`src/rtl/lockstep_pkg.sv`:
```
// lockstep_pkg: shared types for the lockstep data-memory controller.
// Rev 1.0
`default_nettype none

package lockstep_pkg;

  localparam int BE_W = 4;

  typedef enum logic [2:0] {
    IDLE      = 3'd0,
    WAIT_PEER = 3'd1,
    REQ       = 3'd2,
    RESP      = 3'd3,
    FAULT     = 3'd4
  } state_t;

  typedef enum logic [1:0] {
    CAUSE_NONE     = 2'b00,
    CAUSE_MISMATCH = 2'b01,
    CAUSE_TIMEOUT  = 2'b10,
    CAUSE_PROTOCOL = 2'b11
  } cause_t;

endpackage

`default_nettype wire

```
`src/rtl/lockstep_req_cmp.sv`:
```
// lockstep_req_cmp: combinational equality check of two core request field sets.
// Rev 1.0
`default_nettype none

module lockstep_req_cmp
  import lockstep_pkg::*;
#(
  parameter int ADDR_W = 32,
  parameter int DATA_W = 32
) (
  input  logic              a_we_i,
  input  logic [BE_W-1:0]   a_be_i,
  input  logic [ADDR_W-1:0] a_addr_i,
  input  logic [DATA_W-1:0] a_wdata_i,
  input  logic              b_we_i,
  input  logic [BE_W-1:0]   b_be_i,
  input  logic [ADDR_W-1:0] b_addr_i,
  input  logic [DATA_W-1:0] b_wdata_i,
  output logic              match_o
);

  // Write data only matters for writes; reads may carry stale wdata.
  assign match_o = (a_we_i == b_we_i) && (a_be_i == b_be_i) && (a_addr_i == b_addr_i) &&
                   (!a_we_i || (a_wdata_i == b_wdata_i));

endmodule

`default_nettype wire

```
`src/rtl/lockstep_dmem_ctrl.sv`:
```
// lockstep_dmem_ctrl: merges two redundant core data ports onto one memory port.
// Rev 1.0
`default_nettype none

module lockstep_dmem_ctrl
  import lockstep_pkg::*;
#(
  parameter int ADDR_W   = 32,
  parameter int DATA_W   = 32,
  parameter int MAX_SKEW = 4,
  parameter int CNT_W    = 8
) (
  input  logic              clk_i,
  input  logic              rst_i,
  input  logic              c1_req_i,
  input  logic              c1_we_i,
  input  logic [BE_W-1:0]   c1_be_i,
  input  logic [ADDR_W-1:0] c1_addr_i,
  input  logic [DATA_W-1:0] c1_wdata_i,
  output logic              c1_gnt_o,
  output logic              c1_rvalid_o,
  output logic [DATA_W-1:0] c1_rdata_o,
  input  logic              c2_req_i,
  input  logic              c2_we_i,
  input  logic [BE_W-1:0]   c2_be_i,
  input  logic [ADDR_W-1:0] c2_addr_i,
  input  logic [DATA_W-1:0] c2_wdata_i,
  output logic              c2_gnt_o,
  output logic              c2_rvalid_o,
  output logic [DATA_W-1:0] c2_rdata_o,
  output logic              mem_req_o,
  output logic              mem_we_o,
  output logic [BE_W-1:0]   mem_be_o,
  output logic [ADDR_W-1:0] mem_addr_o,
  output logic [DATA_W-1:0] mem_wdata_o,
  input  logic              mem_gnt_i,
  input  logic              mem_rvalid_i,
  input  logic [DATA_W-1:0] mem_rdata_i,
  input  logic              clear_i,
  output logic              err_o,
  output logic [1:0]        fault_cause_o,
  output logic [CNT_W-1:0]  fault_cnt_o
);

  localparam int SKEW_W = $clog2(MAX_SKEW + 1);

  state_t              state_q;
  cause_t              cause_q;
  cause_t              cause_d;
  logic                fault_d;
  logic [SKEW_W-1:0]   skew_cnt_q;
  logic                first_c2_q;
  logic                err_q;
  logic [CNT_W-1:0]    fault_cnt_q;
  logic [CNT_W-1:0]    fault_cnt_d;
  logic                mem_req_q;
  logic                mem_we_q;
  logic [BE_W-1:0]     mem_be_q;
  logic [ADDR_W-1:0]   mem_addr_q;
  logic [DATA_W-1:0]   mem_wdata_q;
  logic                match;
  logic                first_req;
  logic                peer_req;
  logic                rvalid;

  lockstep_req_cmp #(
    .ADDR_W (ADDR_W),
    .DATA_W (DATA_W)
  ) u_req_cmp (
    .a_we_i    (c1_we_i),
    .a_be_i    (c1_be_i),
    .a_addr_i  (c1_addr_i),
    .a_wdata_i (c1_wdata_i),
    .b_we_i    (c2_we_i),
    .b_be_i    (c2_be_i),
    .b_addr_i  (c2_addr_i),
    .b_wdata_i (c2_wdata_i),
    .match_o   (match)
  );

  assign first_req   = first_c2_q ? c2_req_i : c1_req_i;
  assign peer_req    = first_c2_q ? c1_req_i : c2_req_i;
  assign fault_cnt_d = (&fault_cnt_q) ? fault_cnt_q : fault_cnt_q + 1'b1;

  // Fault detection; a first-requester drop outranks a same-cycle peer arrival.
  always_comb begin
    fault_d = 1'b0;
    cause_d = CAUSE_NONE;
    case (state_q)
      IDLE: begin
        if (c1_req_i && c2_req_i && !match) begin
          fault_d = 1'b1;
          cause_d = CAUSE_MISMATCH;
        end
      end
      WAIT_PEER: begin
        if (!first_req) begin
          fault_d = 1'b1;
          cause_d = CAUSE_PROTOCOL;
        end else if (peer_req && !match) begin
          fault_d = 1'b1;
          cause_d = CAUSE_MISMATCH;
        end else if (!peer_req && (skew_cnt_q == SKEW_W'(MAX_SKEW))) begin
          fault_d = 1'b1;
          cause_d = CAUSE_TIMEOUT;
        end
      end
      default: ;
    endcase
  end

  always_ff @(posedge clk_i) begin
    if (rst_i) begin
      state_q     <= IDLE;
      cause_q     <= CAUSE_NONE;
      skew_cnt_q  <= '0;
      first_c2_q  <= 1'b0;
      err_q       <= 1'b0;
      fault_cnt_q <= '0;
      mem_req_q   <= 1'b0;
      mem_we_q    <= 1'b0;
      mem_be_q    <= '0;
      mem_addr_q  <= '0;
      mem_wdata_q <= '0;
    end else if (fault_d) begin
      state_q     <= FAULT;
      cause_q     <= cause_d;
      err_q       <= 1'b1;
      fault_cnt_q <= fault_cnt_d;
      mem_req_q   <= 1'b0;
    end else begin
      case (state_q)
        IDLE: begin
          if (c1_req_i && c2_req_i) begin
            state_q     <= REQ;
            mem_req_q   <= 1'b1;
            mem_we_q    <= c1_we_i;
            mem_be_q    <= c1_be_i;
            mem_addr_q  <= c1_addr_i;
            mem_wdata_q <= c1_wdata_i;
          end else if (c1_req_i || c2_req_i) begin
            state_q    <= WAIT_PEER;
            skew_cnt_q <= SKEW_W'(1);
            first_c2_q <= c2_req_i;
          end
        end
        WAIT_PEER: begin
          if (peer_req) begin
            state_q     <= REQ;
            mem_req_q   <= 1'b1;
            mem_we_q    <= c1_we_i;
            mem_be_q    <= c1_be_i;
            mem_addr_q  <= c1_addr_i;
            mem_wdata_q <= c1_wdata_i;
          end else begin
            skew_cnt_q <= skew_cnt_q + 1'b1;
          end
        end
        REQ: begin
          if (mem_gnt_i) begin
            state_q   <= RESP;
            mem_req_q <= 1'b0;
          end
        end
        RESP: begin
          if (mem_rvalid_i) begin
            state_q <= IDLE;
          end
        end
        FAULT: begin
          if (clear_i) begin
            state_q <= IDLE;
            err_q   <= 1'b0;
            cause_q <= CAUSE_NONE;
          end
        end
        default: state_q <= IDLE;
      endcase
    end
  end

  assign rvalid = (state_q == RESP) && mem_rvalid_i;

  assign c1_gnt_o      = (state_q == REQ) && mem_gnt_i;
  assign c2_gnt_o      = (state_q == REQ) && mem_gnt_i;
  assign c1_rvalid_o   = rvalid;
  assign c2_rvalid_o   = rvalid;
  assign c1_rdata_o    = rvalid ? mem_rdata_i : '0;
  assign c2_rdata_o    = rvalid ? mem_rdata_i : '0;
  assign mem_req_o     = mem_req_q;
  assign mem_we_o      = mem_we_q;
  assign mem_be_o      = mem_be_q;
  assign mem_addr_o    = mem_addr_q;
  assign mem_wdata_o   = mem_wdata_q;
  assign err_o         = err_q;
  assign fault_cause_o = cause_q;
  assign fault_cnt_o   = fault_cnt_q;

endmodule

`default_nettype wire
```
`config.mk`:
```
export PLATFORM = sky130hd
export DESIGN_NAME = lockstep_dmem_ctrl
export DESIGN_NICKNAME = d
export VERILOG_FILES = /design/src/rtl/lockstep_pkg.sv /design/src/rtl/lockstep_req_cmp.sv /design/src/rtl/lockstep_dmem_ctrl.sv
export SDC_FILE = /design/constraint.sdc
export NUM_CORES = 1
export LEC_CHECK = 0
export CORE_AREA = 4 4 124 126
export DETAILED_ROUTE_END_ITERATION = 7
export DIE_AREA = 0 0 128 130
export GPL_TIMING_DRIVEN = 0
export HOLD_SLACK_MARGIN = 0.05
export PLACE_DENSITY = 0.76
export SLEW_MARGIN = 25
export SYNTH_ARGS = -nofsm -noshare
export SYNTH_HDL_FRONTEND = slang
export SYNTH_SLANG_ARGS = --single-unit
```
`constraint.sdc`:
```
create_clock -name clk_i -period 2.6 [get_ports clk_i]
set_clock_uncertainty 0.2 [all_clocks]
set_input_delay 0.52 -clock clk_i [delete_from_list [all_inputs] [get_ports clk_i]]
set_output_delay 0.52 -clock clk_i [all_outputs]
set_load 0.02 [all_outputs]
```
Word level (Yosys, flattened, before mapping)
Cells that the tools add are included.
W data, S select, Z words.
{"block": "op_classes", "add_sub_neg": 2, "n_eq_ne": 23, "mux": 46, "bitwise": 3, "reduce_logical": 29}
{"op": "$mux W32", "n": 5}
{"op": "$pmux W32 S2", "n": 2}
{"op": "$eq A32 B32 Y1", "n": 2}
{"op": "$mux W3", "n": 9}
{"op": "$ne A2 B2 Y1 const B", "n": 8}
{"op": "$mux W1", "n": 15}
{"op": "$ne A3 B3 Y1 const B", "n": 5}
{"op": "$pmux W3 S5", "n": 1}
{"op": "$reduce_and A5 Y1", "n": 3}
{"op": "$mux W2", "n": 6}
{"op": "$reduce_and A4 Y1", "n": 3}
{"op": "$logic_and A1 B1 Y1", "n": 9}
{"op": "$add A8 B1 Y8 const B", "n": 1}
{"op": "$mux W4", "n": 2}
{"op": "$pmux W4 S2", "n": 1}
{"op": "$reduce_and A8 Y1", "n": 1}
{"op": "$eq A3 B2 Y1 const B", "n": 2}
{"op": "$eq A3 B3 Y1 const B", "n": 2}
{"op": "$pmux W3 S2", "n": 1}
{"op": "$reduce_bool A2 Y1", "n": 3}
{"op": "$eq A4 B4 Y1", "n": 1}
{"op": "$ne A4 B4 Y1 const B", "n": 1}
{"op": "$pmux W1 S2", "n": 2}
{"op": "$pmux W2 S2", "n": 1}
{"op": "other kinds (11)", "n": 17}
{"block": "word_totals", "reg_bits": 88, "inputBits": 177, "output_inout_bits": 149, "wordCells": 115}

Depth between registers and ports, before layout
{"block": "logic_depth", "word_depth": 11, "mapped_depth": 12, "mapped_depth_nobuf": 9}

By module
From an unflattened synthesis, not the netlist that was laid out.
{"block": "unflattened", "cells_unflattened": 583, "hier_area_um2": 4635.7}
{"mod": "lockstep_dmem_ctrl", "n_inst": 1, "cells_each": 490, "area_each_um2": 3877.5}
{"mod": "lockstep_req_cmp", "n_inst": 1, "cells_each": 93, "area_each_um2": 758.2}

Least setup slack after synthesis
No wires, ideal clock.
{"block": "synth_timing", "kind": "reg2out", "from": "register state_q[0]", "to": "output port c2_gnt_o", "t_arrival_ns": 1.788, "t_required_ns": 1.880, "setup_slack_ns": 0.092, "path_stages_with_launch": 5, "n_path_buf": 3, "path_cell_list": "dfxtp_1 > clkbuf_1 > clkbuf_1 > nor4b_1 > buf_4"}
{"block": "synth_between", "elab_chain_cells": 2}
{"item": "start: declaration", "line_no": "lockstep_dmem_ctrl.sv:47", "text": "state_t state_q;"}
{"item": "start signal: assignment", "line_no": "lockstep_dmem_ctrl.sv:114", "text": "state_q <= IDLE;"}
{"item": "start signal: assignment", "line_no": "lockstep_dmem_ctrl.sv:126", "text": "state_q <= FAULT;"}
{"item": "start signal: assignment", "line_no": "lockstep_dmem_ctrl.sv:135", "text": "state_q <= REQ;"}
{"item": "$eq A3 B2 Y1"}
{"item": "$logic_and A1 B1 Y1"}
{"item": "end: declaration", "line_no": "lockstep_dmem_ctrl.sv:28", "text": "output logic c2_gnt_o,"}
No other way between the ends.

Worst setup path after layout
{"block": "layout_timing", "from": "input port c2_addr_i[11]", "to": "register mem_addr_q[30] (netlist: mem_addr_o[30])"}
{"block": "layout_between", "elab_chain_cells": 10, "elab_cells_between_ends": 12, "cone_classes": "1 x eq/ne; 4 x mux; 1 x bitwise; 6 x reduce/logical"}
{"item": "start: declaration", "line_no": "lockstep_dmem_ctrl.sv:26", "text": "input logic [ADDR_W-1:0] c2_addr_i,"}
{"item": "$eq A32 B32 Y1 (*)", "line_no": "lockstep_req_cmp.sv:23", "text": "assign match_o = (a_we_i == b_we_i) && (a_be_i == b_be_i) && (a_addr_i == b_addr_i) &&"}
{"item": "$logic_and A1 B1 Y1 (*) (2 in a row)", "line_no": "lockstep_req_cmp.sv:23"}
{"item": "$logic_not A1 Y1 (*)", "line_no": "lockstep_dmem_ctrl.sv:91, lockstep_dmem_ctrl.sv:100"}
{"item": "$logic_and A1 B1 Y1", "line_no": "lockstep_dmem_ctrl.sv:100", "text": "end else if (peer_req && !match) begin"}
{"item": "$mux W1", "line_no": "lockstep_dmem_ctrl.sv:100"}
{"item": "$mux W1", "line_no": "lockstep_dmem_ctrl.sv:97", "text": "if (!first_req) begin"}
{"item": "$pmux W1 S2 (*)", "line_no": "lockstep_dmem_ctrl.sv:89", "text": "case (state_q)"}
{"item": "$not A1 Y1 (no source line) (*)"}
{"item": "$reduce_and A4 Y1 (no source line) (*)"}
{"item": "end signal: assignment", "line_no": "lockstep_dmem_ctrl.sv:139", "text": "mem_addr_q <= c1_addr_i;"}
{"item": "end signal: assignment", "line_no": "lockstep_dmem_ctrl.sv:153", "text": "mem_addr_q <= c1_addr_i;"}
{"item": "end: declaration", "line_no": "lockstep_dmem_ctrl.sv:59", "text": "logic [ADDR_W-1:0] mem_addr_q;"}
Mark *: on every way between the ends. The rest lies on a longest branch, timed or not.
A chain may end at the register's enable or synchronous reset.

==> run_results.csv <==
group,metric,value,unit
worst_hold_path,min_from,"c1_addr_i[16]",
power_and_ir_drop,combPwrFrac,37.0,%
worst_hold_path,hold_path_class,"input pin to flip-flop",
yosys,ys_ff_latch,88,
finish,nFillCells,1306,
floorplan,dieArea,0.0166,sq mm
yosys,synth-main-ff-cell,"dfxtp_1",
power_and_ir_drop,power,4.86,mW
outcome,status,"complete, no violations",
power_and_ir_drop,power_density,564,mW/mm^2
clock_network,clk_path_buf_depth,2,
critical_path,cp-end-kind,"flip-flop",
routing,wire_per_inst,17.2,um
timing,fmax,391,MHz
global_routing,antenna_found_initial,2,
finish,finalInstanceArea,0.00862,sq mm
yosys,synth_top_area_cell,"dfxtp_1",
clock_network,clock_latency,0.33,ns
clock_network,cts_buffers,9,
global_routing,first_global_vias,4730,
worst_hold_path,whs_path_depth,3,
placed_design,portBuffers,324,
yosys,synth.area.top_cells,"dfxtp_1 (37%), mux2i_1 (15%), xnor2_1 (12%)",
clock_network,tritoncts,"yes",
finish,fin_nets,1056,
power_and_ir_drop,intPower,3.31,mW
floorplan,die_x,128,um
yosys,synthArstFlopShare,0,%
yosys,yosys_warnings,0,
yosys,yosysSeqAreaShare,37.2,%
routing,drt_iter0_markers,115,
global_routing,grt_usage,20.6,%
floorplan,die_h,130,um
yosys,syn_avg_cell_area,9.13,sq um
critical_path,startpoint,"c2_addr_i[11]",
power_and_ir_drop,clkPwrFrac,29.7,%
floorplan,start_util,33.1,%
yosys,synth_area,0.00474,sq mm
finish,fin_cells,1067,
clock_network,clk_pin_slew_worst_paths,0.07,ns
routing,num_vias,4913,
clock_network,root_buffer,"clkbuf_16",
timing,grt_setup_unrepaired,"true",
timing,timing.final.crit_share,98.4,%
yosys,synth.most_common_cell,"dfxtp_1",
clock_network,htree_levels,3,
yosys,synthCells,519,
global_routing,grt_max_degree,18,
yosys,netlist.area_leader.share,37.2,%
critical_path,r2r_cells,11,
critical_path,worstPathMaxFanout,6,
timing,hold_viol_final,0,
power_and_ir_drop,switching_share,31.9,%
global_routing,overflow,0,
placed_design,placed_cells,1027,
global_routing,grt_pass1_wl,26100,um
timing,min_period,2.56,ns
timing,setup_violations,0,
yosys,synth_edf_count,0,
timing,worst_pin_slew,0.574,ns
finish,drive_gt1_share,29.5,%
power_and_ir_drop,vdd_drop_max,0.000297,V
floorplan,coreArea,0.0143,sq mm
routing,drc_errors,0,
timing,relSlewSlack,61.7,%
critical_path,critPathKind,"input pin to flip-flop",
critical_path,r2r_start,"first_c2_q$_SDFFE_PP0P_",
yosys,synth_cell_type_count,43,
critical_path,critPathRequiredTime,2.62,ns
critical_path,arrival,2.57,ns
placed_design,place_area,0.00821,sq mm
run,cap_violations,0,
finish,final_core_util,60.2,%
timing,slew_violations,0,
clock_network,postCtsHoldBufs,0,
routing,dr.pass1.iters,4,
placed_design,place_congestion,0.839,
floorplan,ios,326,
routing,ant_nets,0,
floorplan,num_rows,44,
power_and_ir_drop,leakagePower,3.71,nW
routing,wl,18400,um
yosys,syn-num-nets,699,
routing,via_per_inst,4.60,
power_and_ir_drop,p_seq_share,33.3,%
critical_path,cp-start-kind,"input pin",
finish,syn_to_final_growth,81.9,%
placed_design,dp_hpwl,15100,um
power_and_ir_drop,switching_power,1.55,mW
clock_network,clock_sinks,88,
yosys,synthTopCellsByCount,"dfxtp_1 (88), nor2_1 (82), mux2i_1 (72)",
==> per-stage QoR <==
stage	TNS (ns)	hold WS, ns	setup slack [ns]
after floorplan	0	0.258	0.0921
after global placement	-131.41	0.245	-1.02
after detailed placement	-130.30	0.250	-1.02
after CTS	0	0.246	0.0000964
after global routing	-4.16	0.232	-0.149
final	0	0.223	0.0424
==> final timing paths <==
path | end | slack, ns
max | mem_addr_o[30]$_SDFFE_PP0P_ | 0.04
min | mem_addr_o[16]$_SDFFE_PP0P_ | 0.22
max reg2reg | mem_addr_o[30]$_SDFFE_PP0P_ | 0.08
min reg2reg | err_o$_SDFFE_PP0P_ | 0.25
==> registers in the layout (all words and copies together), names as in the netlist <==
signal         count
state_q            3
mem_wdata_o       32
fault_cause_o      2
skew_cnt_q         3
mem_addr_o        32
fault_cnt_o        8
mem_req_o          1
mem_be_o           4
mem_we_o           1
err_o              1
first_c2_q         1
==> placed cells by master (no fill, tap or decap), types with 17 or more instances in the layout <==
master	instances
nor2_1	81
mux2i_1	72
clkdlybuf4s50_1	117
clkbuf_2	34
dlygate4sd2_1	43
xnor2_1	54
dfxtp_1	85
buf_4	78
clkdlybuf4s15_1	45
nand4_1	17
buf_2	51
==> per-layer routing <==
| layer | GRT usage, % | wire (um) |
|---|---|---|
| met4 | 7.18 | 378 |
| met1 | 20.8 | 6580 |
| met2 | 39.3 | 9780 |
| met5 | 0 | 0 |
| met3 | 7.12 | 1670 |
==> power groups by stage <==
stage          sequential [mW]  combinational, mW  clock (mW)
2_1_floorplan             1.80              0.738           0
3_3_place_gp              1.63               1.70           0
3_5_place_dp              1.63               1.71           0
4_1_cts                   1.62               1.76        1.47
5_1_grt                   1.64               1.93        1.53
6_report                  1.62               1.80        1.44
==> timing repair <==
action	in CTS	in global routing
setup buffers	11	15
gates cloned	2	0
endpoints found under the setup margin	152	139
resized for setup	533	144
pin swaps	84	48
==> cell families after synthesis <==
kind of cell	synth area share [%]
simple gates	19.5
flops	37.2
mux	16.5
xor+xnor	12.8
buf+inv	8.82
compound gates	4.44
fa+ha+maj	0.792
==> area by class of cell <==
| cell class | instances | area, sq um | share of cell area (%) |
|---|---|---|---|
| Multi-Input combinational cell | 366 | 2840 | 33.0 |
| Inverter | 6 | 25.0 | 0.290 |
| Clock buffer | 9 | 225 | 2.61 |
| Sequential cell | 88 | 1770 | 20.5 |
| Antenna cell | 2 | 5.00 | 0.0581 |
| Tap cell | 184 | 230 | 2.67 |
| Timing Repair Buffer | 350 | 2990 | 34.7 |
| Buffer | 55 | 418 | 4.85 |
| Clock inverter | 7 | 108 | 1.25 |
==> worst max-delay path, cell delays in order <==
cell             delay (ns)
clkdlybuf4s15_1        0.19
xnor2_2                0.14
nand4_1                0.15
nor4_4                 0.34
a31oi_4                0.16
nor4_2                 0.29
buf_4                  0.20
buf_12                 0.14
buf_12                 0.10
buf_12                 0.11
mux2i_1                0.18
nor2_1                 0.05
(Power assumes the default switching activity.)
